<file path="config.mk">
export PLATFORM = sky130hd
export DESIGN_NAME = instr_fetch_ctrl
export DESIGN_NICKNAME = d
export VERILOG_FILES = /design/src/rtl/instr_fetch_ctrl.sv
export SDC_FILE = /design/constraint.sdc
export NUM_CORES = 1
export LEC_CHECK = 0
export ABC_AREA = 1
export BUFFER_PORTS_ARGS = -buffer_cell sky130_fd_sc_hd__buf_2
export CAP_MARGIN = 0
export CELL_PAD_IN_SITES_DETAIL_PLACEMENT = 2
export CELL_PAD_IN_SITES_GLOBAL_PLACEMENT = 2
export CORE_UTILIZATION = 28
export CTS_CLUSTER_DIAMETER = 100
export DETAILED_ROUTE_END_ITERATION = 10
export GPL_ROUTABILITY_DRIVEN = 0
export MAX_ROUTING_LAYER = met4
export PLACE_DENSITY_LB_ADDON = 0.1
export SYNTH_ARGS = -nofsm -noshare
export SYNTH_HDL_FRONTEND = slang
export SYNTH_SLANG_ARGS = --single-unit
</file>
<file path="constraint.sdc">
create_clock -name clk -period 2.05 [get_ports clk]
set_input_delay 0 -clock clk [delete_from_list [all_inputs] [get_ports clk]]
set_output_delay 0 -clock clk [all_outputs]
set_load 0.02 [all_outputs]
</file>
<file path="src/rtl/instr_fetch_ctrl.sv">
// Fetch controller: turns pc into an imem word address and buffers one instruction for decode; drives the PC register's load/D inputs.
// Latency is 1 cycle plus memory wait states. The next fetch starts after decode accepts, and redirects squash the wrong-path fetch.
module instr_fetch_ctrl #(
    parameter logic [31:0] TEXT_BASE = 32'h0040_0000,
    parameter int          AW        = 10
) (
    input  logic          clk,
    input  logic          rst,
    input  logic [31:0]   pc,
    output logic [31:0]   pc_next,
    output logic          pc_load,
    output logic          imem_req,
    output logic [AW-1:0] imem_addr,
    input  logic          imem_ready,
    input  logic [31:0]   imem_rdata,
    input  logic          redirect_valid,
    input  logic [31:0]   redirect_target,
    output logic [31:0]   instr,
    output logic [31:0]   instr_pc,
    output logic          instr_valid,
    input  logic          decode_ready,
    output logic          fetch_err
);

    localparam logic [2:0] S_IDLE  = 3'd0;
    localparam logic [2:0] S_FETCH = 3'd1;
    localparam logic [2:0] S_HOLD  = 3'd2;
    localparam logic [2:0] S_FLUSH = 3'd3;
    localparam logic [2:0] S_ERR   = 3'd4;

    logic [2:0]  r_state;
    logic [2:0]  w_state_nxt;
    logic [31:0] r_instr;
    logic [31:0] r_instr_pc;
    logic [31:0] r_pend;
    logic        w_capture;
    logic        w_pend_wr;
    logic        w_go_fetch;
    logic [31:0] w_pc_inc;
    logic [31:0] w_off;
    logic [31:0] w_pc_after;
    logic [31:0] w_off_after;
    logic        w_after_bad;

    assign w_pc_inc  = pc + 32'd4;
    assign w_off     = pc - TEXT_BASE;
    assign imem_addr = AW'(w_off >> 2);

    assign imem_req    = (r_state == S_FETCH) || (r_state == S_FLUSH);
    assign instr_valid = (r_state == S_HOLD);
    assign fetch_err   = (r_state == S_ERR);
    assign instr       = r_instr;
    assign instr_pc    = r_instr_pc;

    always_comb begin
        pc_load     = 1'b0;
        pc_next     = w_pc_inc;
        w_capture   = 1'b0;
        w_pend_wr   = 1'b0;
        w_go_fetch  = 1'b0;
        w_state_nxt = r_state;
        w_pc_after  = pc;
        w_off_after = 32'd0;
        w_after_bad = 1'b0;
        case (r_state)
            S_IDLE: w_go_fetch = 1'b1;
            S_FETCH: begin
                if (imem_ready) begin
                    pc_load = 1'b1;
                    if (redirect_valid) begin
                        pc_next    = redirect_target;
                        w_go_fetch = 1'b1;
                    end else begin
                        w_capture   = 1'b1;
                        w_state_nxt = S_HOLD;
                    end
                end else if (redirect_valid) begin
                    w_pend_wr   = 1'b1;
                    w_state_nxt = S_FLUSH;
                end
            end
            S_HOLD: begin
                if (redirect_valid) begin
                    pc_load    = 1'b1;
                    pc_next    = redirect_target;
                    w_go_fetch = 1'b1;
                end else if (decode_ready) begin
                    w_go_fetch = 1'b1;
                end
            end
            S_FLUSH: begin
                // A redirect landing on the response edge beats the pending target.
                if (imem_ready) begin
                    pc_load    = 1'b1;
                    pc_next    = redirect_valid ? redirect_target : r_pend;
                    w_go_fetch = 1'b1;
                end else if (redirect_valid) begin
                    w_pend_wr = 1'b1;
                end
            end
            S_ERR: begin
                if (redirect_valid) begin
                    pc_load    = 1'b1;
                    pc_next    = redirect_target;
                    w_go_fetch = 1'b1;
                end
            end
            default: w_state_nxt = S_IDLE;
        endcase
        // Validate the pc the next FETCH will see, so a bad address never raises imem_req.
        w_pc_after  = pc_load ? pc_next : pc;
        w_off_after = w_pc_after - TEXT_BASE;
        w_after_bad = (w_pc_after[1:0] != 2'b00) || (w_pc_after < TEXT_BASE) ||
                      ((w_off_after >> (AW + 2)) != 32'd0);
        if (w_go_fetch) begin
            w_state_nxt = w_after_bad ? S_ERR : S_FETCH;
        end
    end

    always_ff @(posedge clk or negedge rst) begin
        if (!rst) begin
            r_state    <= S_IDLE;
            r_instr    <= 32'd0;
            r_instr_pc <= 32'd0;
            r_pend     <= 32'd0;
        end else begin
            r_state <= w_state_nxt;
            if (w_capture) begin
                r_instr    <= imem_rdata;
                r_instr_pc <= pc;
            end
            if (w_pend_wr) begin
                r_pend <= redirect_target;
            end
        end
    end

endmodule
</file>
# Word-level counts from Yosys, hierarchy flattened

Index checks and enable logic that the tools add are counted.

Div/mod/pow operators: 0
Reduce and logical (&&, ||, !) cells: 10
Order comparisons: 1
Add/subtract/negate cells: 3
Equal/unequal tests: 7
Muxes and demuxes: 24
Shift operators: 0
Multipliers: 0
Bitwise gates (word level): 0

Operator list:

| kind                                                                    | count |
|---|---|
| 32-bit two-way mux                                                      | 5 |
| 32-bit case mux with 3 select lines                                     | 1 |
| 32-bit by 3-bit adder with 32-bit output, second input constant         | 1 |
| 32-bit by 23-bit < comparator with 1-bit output, second input constant  | 1 |
| 32-bit nonzero test                                                     | 1 |
| 32-bit by 23-bit subtractor with 32-bit output, second input constant   | 1 |
| 3-bit two-way mux                                                       | 5 |
| 12-bit by 1-bit subtractor with 12-bit output, second input constant    | 1 |
| 1-bit two-way mux                                                       | 10 |
| 4-bit inequality test, second input constant                            | 2 |
| 3-bit by 2-bit == test with 1-bit output, second input constant         | 2 |
| 3-bit case mux with 2 select lines                                      | 1 |
| 1-bit case mux with 5 select lines                                      | 1 |
| 2-bit OR reduction                                                      | 2 |
| 4-bit OR reduction                                                      | 1 |
| 3-bit by 1-bit == test with 1-bit output, second input constant         | 1 |
| 3-bit == test, second input constant                                    | 1 |
| 3-bit logical NOT                                                       | 1 |
| 1-bit logical OR                                                        | 3 |
| 3-bit AND reduction                                                     | 1 |
| 2-bit by 1-bit inequality test with 1-bit output, second input constant | 1 |
| 1-bit case mux with 2 select lines                                      | 1 |
| 2-bit nonzero test                                                      | 1 |

Register bits after elaboration: 99
Memory bits (read-only): 0
Bits in writable memories: 0
Bits in latches: 0
Logic and storage cells: 49
Memories: 0
Output and inout port bits: 110
Input port bits: 101

# Longest topological paths before layout

Gate-level depths: netlist of the first run.

Word-level depth: 10
Gate-level depth with buffers: 18
Mapped depth without buffers: 18

# Worst setup path after synthesis of the first run

Ideal clock, no wire load.

Kind: flip-flop to flip-flop
Start: register r_state[1]
End: register r_state[0]
Path slack: -0.063 ns
Setup time: 0.120 ns
Arrival time: 1.992 ns
Data required time: 1.930 ns
Cell stages (with the launch flop): 17
Clock period less this slack: 2.113 ns
Buffers on the path: 0
Path through: dfrtp_1 > nor2_1 > nand2_1 > nand2_2 > nand2_2 > nand2_2 > inv_2 > o211ai_1 > inv_1 > nand2_1 > nand2_1 > nand2_1 > a21oi_1 > nand3_1 > nor2_2 > nand2_1 > nand2_1

Cells in the longest elaborated chain, start to end: 9
Elaborated cells between the ends (all ways): 25
Those cells by class: 1 x add/sub; 1 x order compare; 7 x eq/ne; 7 x mux; 9 x reduce/logical

Ends and longest elaborated chain:

| element                                                                   | RTL line | RTL |
|---|---|---|
| start: declaration                                                        | 31       | `logic [2:0] r_state;` |
| start signal: assignment                                                  | 127      | `r_state <= w_state_nxt;` |
| 3-bit by 2-bit == test with 1-bit output or 3-bit == test (tied branches) | 65       | `case (r_state)` |
| 2-bit OR reduction (no source line)                                       | n/a      |  |
| 32-bit case mux with 3 select lines *                                     | 65       |  |
| net pc_next[0]                                                            | 10       | `output logic [31:0] pc_next,` |
| 32-bit two-way mux *                                                      | 111      | `w_pc_after = pc_load ? pc_next : pc;` |
| 32-bit by 23-bit subtractor with 32-bit output (tied with other cells)    | 112      | `w_off_after = w_pc_after - TEXT_BASE;` |
| 32-bit nonzero test or 1-bit logical OR (tied branches)                   | 114, 113 |  |
| 1-bit logical OR *                                                        | 113      | `w_after_bad = (w_pc_after[1:0] != 2'b00) \|\| (w_pc_after < TEXT_BASE) \|\|` |
| 3-bit two-way mux *                                                       | 116      | `w_state_nxt = w_after_bad ? S_ERR : S_FETCH;` |
| 3-bit two-way mux *                                                       | 115      | `if (w_go_fetch) begin` |

The timed path passes the listed nets; every way through them passes the cells marked *.
A chain may end at the register's enable or synchronous reset.

# Worst setup path after layout of the first run

Start: register r_state[0]
End: register r_state[2]

Cells in the longest elaborated chain, start to end: 9
Elaborated cells between the ends (all ways): 25
Those cells by class: 1 x add/sub; 1 x order compare; 7 x eq/ne; 7 x mux; 9 x reduce/logical

Ends and longest elaborated chain:

| element                                                                                   | RTL line |
|---|---|
| 3-bit by 2-bit == test with 1-bit output (tied with other cells)                          | 65 |
| 2-bit OR reduction (no source line)                                                       | n/a |
| 32-bit case mux with 3 select lines or 1-bit case mux with 2 select lines (tied branches) | 65 |
| 32-bit two-way mux                                                                        | 111 |
| 32-bit by 23-bit subtractor with 32-bit output (tied with other cells)                    | 112 |
| 32-bit nonzero test or 1-bit logical OR (tied branches)                                   | 114, 113 |
| 1-bit logical OR                                                                          | 113 |
| 3-bit two-way mux                                                                         | 116 |
| 3-bit two-way mux                                                                         | 115 |

Several ways; a longest one is shown, not always the timed one.

==> summary.txt, run 1 <==
Clock tree
  • Clock transition at path regs: approximately 80 ps
  • Clk Latency, worst-skew pair: 360 ps
  • TritonCTS clock tree: built
  • # clock sinks: 99
  • CTS buffer count: 9
  • H-tree levels: 3
  • CTS Root Cell: clkbuf_16
  • Worst-case clock buffer depth: 2

Global routing
  • GR Util All Layers: 0.268
  • Grt ovf: 0
  • Number of global-route vias before repair: 7882
  • Initial antenna violation count: 2
  • First-pass GRT wire length: about 45000 um
  • Largest net degree at the start of global routing: 53

Cells and area
  • Layout cells sized above 1: 0.386
  • Final net count: 1283
  • Layout overhead on the synthesized area: 52.9%
  • Post-layout util: 0.437
  • Non-Filler Instances: 1468

Outcome
  • Outcome: finished with violations
  • Failing checks: setup timing

Logic synthesis
  • Cells after Synth: 837
  • Synth top area share: 0.396
  • EDFF count, synth: 0
  • Dominant cell type by area after synthesis: dfrtp_1
  • Mapped Area: 6250 sq um
  • FF+latch count, synth: 99
  • Yosys cell types: 37
  • Synth warn: 0
  • Commonest cells in the netlist: nand2_1, dfrtp_1, inv_1, nand3_1, nor2_1
  • Ys flop type: dfrtp_1
  • Seq/Total Area, Yosys: 0.396
  • Count leader, synth: nand2_1
  • Top post-synthesis cells by area: dfrtp_1, nand2_1, mux2_2, inv_1, nand3_1
  • Async SR Flop Fraction: 1.00
  • Synthesized Nets: ~940
  • Avg Cell Area, Syn: 7.47 sq um

Floorplanning
  • Rows: 54
  • Core area: between 20000 and 25000 sq um
  • Top Ports: 211
  • Die X: 151 um
  • Die height: 151 um
  • Initial core utilization: 0.286
  • Area of the die: 22900 sq um

Route
  • Detailed Route WL: approximately 29000 um
  • Iter 0 DRT Violations: between 200 and 300
  • Vias per inst: roughly 5
  • Drt pass-1 iters: 5
  • Vias: 7244
  • Final ANT Viol Nets: 0
  • Wire length per cell: 20.1 um
  • DRC: 0

Pwr
  • Peak supply drop: 0.000577 V
  • Static leakage: 0.00509 uW
  • P per Cell Area: about 1300 nW/um^2

Timing
  • Slew HR: 0.738
  • Worst-margin pin slew: 392 ps
  • Final Cycle Share: 1.05
  • Clock skew: 9.45 ps
  • Worst setup margin: -106 ps
  • Count of pins over their slew limit: 0
  • Final Hold Viols: 0
  • Hold slack: between 10 and 15 ps
  • RSZ-0062 raised after global routing: yes
  • Final setup fails: 15
  • Minimum clock period: 2160 ps
  • Fmax achieved: 464 MHz

Place
  • Detailed placement HPWL: 21500 um
  • IO Port Bufs: 210
  • Placed cells: 1365

Min path
  • Hold Path Depth: 3
  • Worst Hold Class: in -> reg

Setup path
  • Req. time, crit path: 2290 ps
  • Critical-path maximum fanout: 5
  • Worst endpoint data arrival time: 2400 ps
  • Critical path capture point type: flip-flop
  • Setup CP Type: reg -> reg
  • Worst setup SP type: flip-flop
  • R2R cell count: 15

Job
  • Max Cap Viol: 0
-- metrics by stage --
stage,TNS (ps),setup slack (ps),total power [uW],instance area (sq um)
2_1_floorplan,0,6.75,6480,6280
3_3_place_gp,-201,-112,9000,8130
3_5_place_dp,-407,-212,9160,8130
4_1_cts,-214,-41.1,11600,9380
5_1_grt,-3320,-261,12700,9560
6_report,-738,-106,12000,9560
-- flip-flops by register name, indices dropped and copies added (netlist names) --
register	count
instr	32
instr_pc	32
r_pend	32
r_state	3
-- placed cells by master (no fill, tap or decap), types with 10 or more instances in the layout --
cell	n
dlygate4sd3_1	71
buf_4	100
nor2_2	15
o21ai_0	53
a21oi_1	23
nor2_1	49
dfrtp_1	97
inv_2	10
xor2_1	13
buf_2	191
mux2_2	52
inv_1	77
nand2_1	238
nand3_1	58
nand2_2	11
nand4_1	13
-- logic make-up (layout without fill, tap and decap cells) --
| kind of cell | count (synthesis) | count (layout) | share of synthesized area |
|---|---|---|---|
| xor+xnor | 15 | 15 | 0.0210 |
| buf+inv | 128 | 477 | 0.0852 |
| mux | 52 | 52 | 0.0936 |
| simple gates | 419 | 419 | 0.289 |
| other cells | 0 | 2 | 0 |
| flops | 99 | 99 | 0.396 |
| fa+ha+maj | 1 | 1 | 0.00200 |
| compound gates | 123 | 123 | 0.113 |
-- layer usage --
layer | vias to the layer above | global-route usage | part of all wire
met4 | 0 | 0.0655 | 0.017
li1 | 3419 | - | -
met2 | 157 | 0.480 | 0.52
met3 | 36 | 0.0410 | 0.034
met5 | - | - | 0
met1 | 3632 | 0.310 | 0.43
-- worst paths after layout --
check,end,slack [ps],from
worst min-delay path,instr_pc[20]$_DFFE_PN0P_,10,pc[20]
worst min register to register,instr_pc[22]$_DFFE_PN0P_,480,instr_pc[22]$_DFFE_PN0P_
worst max-delay path,r_state[2]$_DFFE_PN0P_,-110,r_state[0]$_DFFE_PN0P_
min in group asynchronous,instr[2]$_DFFE_PN0P_,70,rst
worst max register to register,r_state[2]$_DFFE_PN0P_,-110,r_state[0]$_DFFE_PN0P_
max in group asynchronous,instr_pc[25]$_DFFE_PN0P_,1320,rst
-- power breakdown --
part	total [uW]	leakage (uW)	internal [uW]	switching [uW]
clock	1800	0.000147	862	936
combinational	7200	0.00359	2830	4370
sequential	3010	0.00135	2630	385
total	12000	0.00509	6320	5690
-- cell type report --
class / count / area [sq um]
diodes: 2 / 5.00
well taps: 280 / 350
flip-flops and latches: 99 / 2480
fillers: 2557 / 12300
repair buffers: 371 / 2560
inverters: 90 / 342
clock buffers: 9 / 225
multi-input cells: 610 / 3530
clock inverters: 7 / 70.1
-- what timing repair did --
item                                    4_1_cts  5_1_grt
pin swaps                                     8       13
endpoints found under the setup margin       27       34
resized for setup                            53       41
hold endpoints to repair                    169        0
hold buffers                                 71        0
setup buffers                                10        4
-- worst max-delay path: stages (launching register included) --
cell and delay [ps]:
dfrtp_2 480, nor2_4 170, nand2_4 100, nand3_4 130
buf_6 130, nand2_2 50, nor2_1 110, nand2_1 70
inv_1 70, nand2_1 60, a21oi_2 110, nand4_1 100
nor2_2 130, nand4_1 130, nand2_1 120, a21oi_1 80
No activity file was read; power rests on OpenSTA's default activity.
==> run 2, diff against run 1 <==
Settings changed: BUFFER_PORTS_ARGS -buffer_cell sky130_fd_sc_hd__buf_2 to -buffer_cell sky130_fd_sc_hd__clkbuf_2.
==> run 2 against run 1 <==
The run still ends with setup timing left. Largest power group unchanged. Register-to-register slack lost 290 ps. Total power up 12%. Highest routed layer unchanged. Via count up 5.1%. Hold slack worse by 7.7 ps.
==> summary.txt, run 2 (same netlist as run 1, synthesis figures left out) <==
Job
  • Max Cap Viol: 0

Cells and area
  • Final net count: 1320
  • Most common cell after layout, fill and taps aside: nand2_1
  • Layout cells sized above 1: 0.427
  • Commonest cells after routing, fill and taps aside: nand2_1, clkbuf_2, buf_4
  • Layout overhead on the synthesized area: 62.9%
  • Final instance area: 10200 sq um
  • Number of fill cells: 2485

Min path
  • Hold endpoint: instr_pc[8]$_DFFE_PN0P_
  • Hold Path Depth: 3
  • HP Start: pc[8]
  • Worst Hold Class: in -> reg

Pwr
  • Static leakage: 0.00530 uW
  • P per Cell Area: between 1000 and 1500 nW/um^2
  • Seq pwr share: 0.228
  • Peak supply drop: 0.000576 V
  • Clock Power Share: 0.134
  • Cell Int Power: 7130 uW
  • Switching share of total power: 0.470
  • Switching power: 6320 uW
  • Logic pwr share: 0.638

Timing
  • Clock skew: approximately 9.2 ps
  • Final Cycle Share: 1.19
  • Slew HR: 0.669
  • Setup TNS Final: -4930 ps
  • Final setup fails: 33
  • Worst-margin pin slew: slightly below 500 ps
  • Final Hold Viols: 0
  • Minimum clock period: around 2400 ps
  • Count of pins over their slew limit: 0
  • Hold slack: 4.57 ps
  • Fmax achieved: 408 MHz
  • RSZ-0062 raised after global routing: yes
  • Worst setup margin: -399 ps

Global routing
  • First-pass GRT wire length: 45400 um
  • Initial antenna violation count: 1
  • Largest net degree at the start of global routing: 53
  • Number of global-route vias before repair: 8159
  • Grt ovf: 0
  • GR Util All Layers: 0.272

Floorplanning
  • Area of the die: between 20000 and 25000 sq um
  • Die X: 151 um
  • Rows: 54
  • Top Ports: 211
  • Core area: 21900 sq um
  • Die height: between 150 and 200 um
  • Initial core utilization: 0.286

Clock tree
  • # clock sinks: 99
  • TritonCTS clock tree: built
  • Clk Latency, worst-skew pair: ~370 ps
  • H-tree levels: 3
  • CTS buffer count: 9
  • CTS Root Cell: clkbuf_16
  • Worst-case clock buffer depth: 2
  • Clock transition at path regs: around 80 ps

Setup path
  • RR Startpoint: r_state[1]$_DFFE_PN0P_
  • Worst setup SP type: flip-flop
  • Critical-path maximum fanout: 6
  • Setup CP Type: reg -> reg
  • Req. time, crit path: 2350 ps
  • Critical path capture point type: flip-flop
  • Reg2reg setup slack: -400 ps
  • Critical Path Slowest Stage Cell: dfrtp_2
  • Crit Reg-Reg Endpoint: r_state[0]$_DFFE_PN0P_
  • Worst endpoint data arrival time: 2750 ps
  • Most common cell on crit path: nand2_1
  • R2R cell count: 16
  • Critical Path Start: r_state[1]$_DFFE_PN0P_
  • Crit-path cells: nor2_4, nand2_4, nand3_4, buf_4, nand3_4, nand2_2, o211ai_1, inv_1, nand2_2, nand2_1, nand2_1, a21oi_2, nand3_1, nor2_2, nand2_1, nand2_1
  • CP peak stage delay: 480 ps

Route
  • Vias: 7617
  • Vias per inst: 5.06
  • Drt pass-1 iters: 4
  • DRC: 0
  • Final ANT Viol Nets: 0
  • Detailed Route WL: 32300 um
  • Iter 0 DRT Violations: 314
  • Wire length per cell: 21.5 um

Place
  • IO Port Bufs: 210
  • DP Area: 8280 sq um
  • Detailed placement HPWL: 22100 um

Outcome
  • Outcome: finished with violations
  • Failing checks: setup timing
==> run 2: changes by cell type in the layout (fill, tap and decap cells not counted), sizes merged <==
cell         before  now
clkbuf            9  189
clkinvlp          1    5
dlygate4sd3      71   70
buf             300  158
inv              90   88
diode             2    1
clkinv            6    4
==> run 2: power by group through the flow <==
stage	logic, uW	clock network [uW]	registers, uW
finish	8590	1810	3060
global route	9100	1900	3140
CTS	7010	1860	3050
detailed placement	6190	0	3060
global placement	6060	0	3000
floorplan	2800	0	3670
==> run 2: cell type report <==
cell class	instances	area, sq um	share of cell area
inverter	90	350	0.0344
tap	280	350	0.0344
multi-input combinational	610	3710	0.364
sequential	99	2480	0.244
clock inverter	7	70.1	0.00688
clock buffer	9	225	0.0221
timing repair buffer	408	2990	0.294
antenna	1	2.50	0.000246
==> run 2: routing by layer <==
| layer | up-vias | GRT usage | part of all wire |
|---|---|---|---|
| met5 | - | - | 0 |
| met4 | 0 | 0.0890 | 0.043 |
| met3 | 84 | 0.0329 | 0.035 |
| met2 | 237 | 0.484 | 0.51 |
| met1 | 3794 | 0.318 | 0.41 |
| li1 | 3502 | - | - |
==> run 2: stage by stage <==
| stage | util | setup WS [ps] | power, uW | std cells |
|---|---|---|---|---|
| global route | 0.465 | -496 | 14100 | 1504 |
| detailed placement | 0.378 | -253 | 9250 | 1384 |
| finish | 0.465 | -399 | 13500 | 1504 |
| CTS | 0.440 | -134 | 11900 | 1480 |
| global placement | 0.378 | -116 | 9060 | 1384 |
| floorplan | - | 6.75 | 6480 | 837 |
==> run 2: how the worst max path moves through the flow <==
| stage | end | slack (ps) | cells past startpoint |
|---|---|---|---|
| global placement | r_state[2]$_DFFE_PN0P_ | -120 | 13 |
| detailed placement | r_state[0]$_DFFE_PN0P_ | -250 | 14 |
| floorplan | r_state[0]$_DFFE_PN0P_ | 7 | 16 |
| global route | r_state[0]$_DFFE_PN0P_ | -500 | 13 |
| CTS | pc_next[20] | -130 | 9 |
| finish | r_state[0]$_DFFE_PN0P_ | -400 | 16 |
==> run 2: worst max-delay path, delay by kind of cell (launching register included) <==
kind | cells | cell delay, ps
AOI/OAI and AO/OA | 2 | 220
DFF | 1 | 480
buffers and inverters | 2 | 230
and+or+nand+nor | 12 | 1440
==> run 2: timing repair <==
action | in CTS | in global routing
pin swaps | 19 | 30
setup endpoints to repair | 29 | 35
gates resized for setup | 74 | 130
endpoints found under the hold margin | 145 | 0
buffers inserted | 10 | 26
hold buffers | 70 | 0
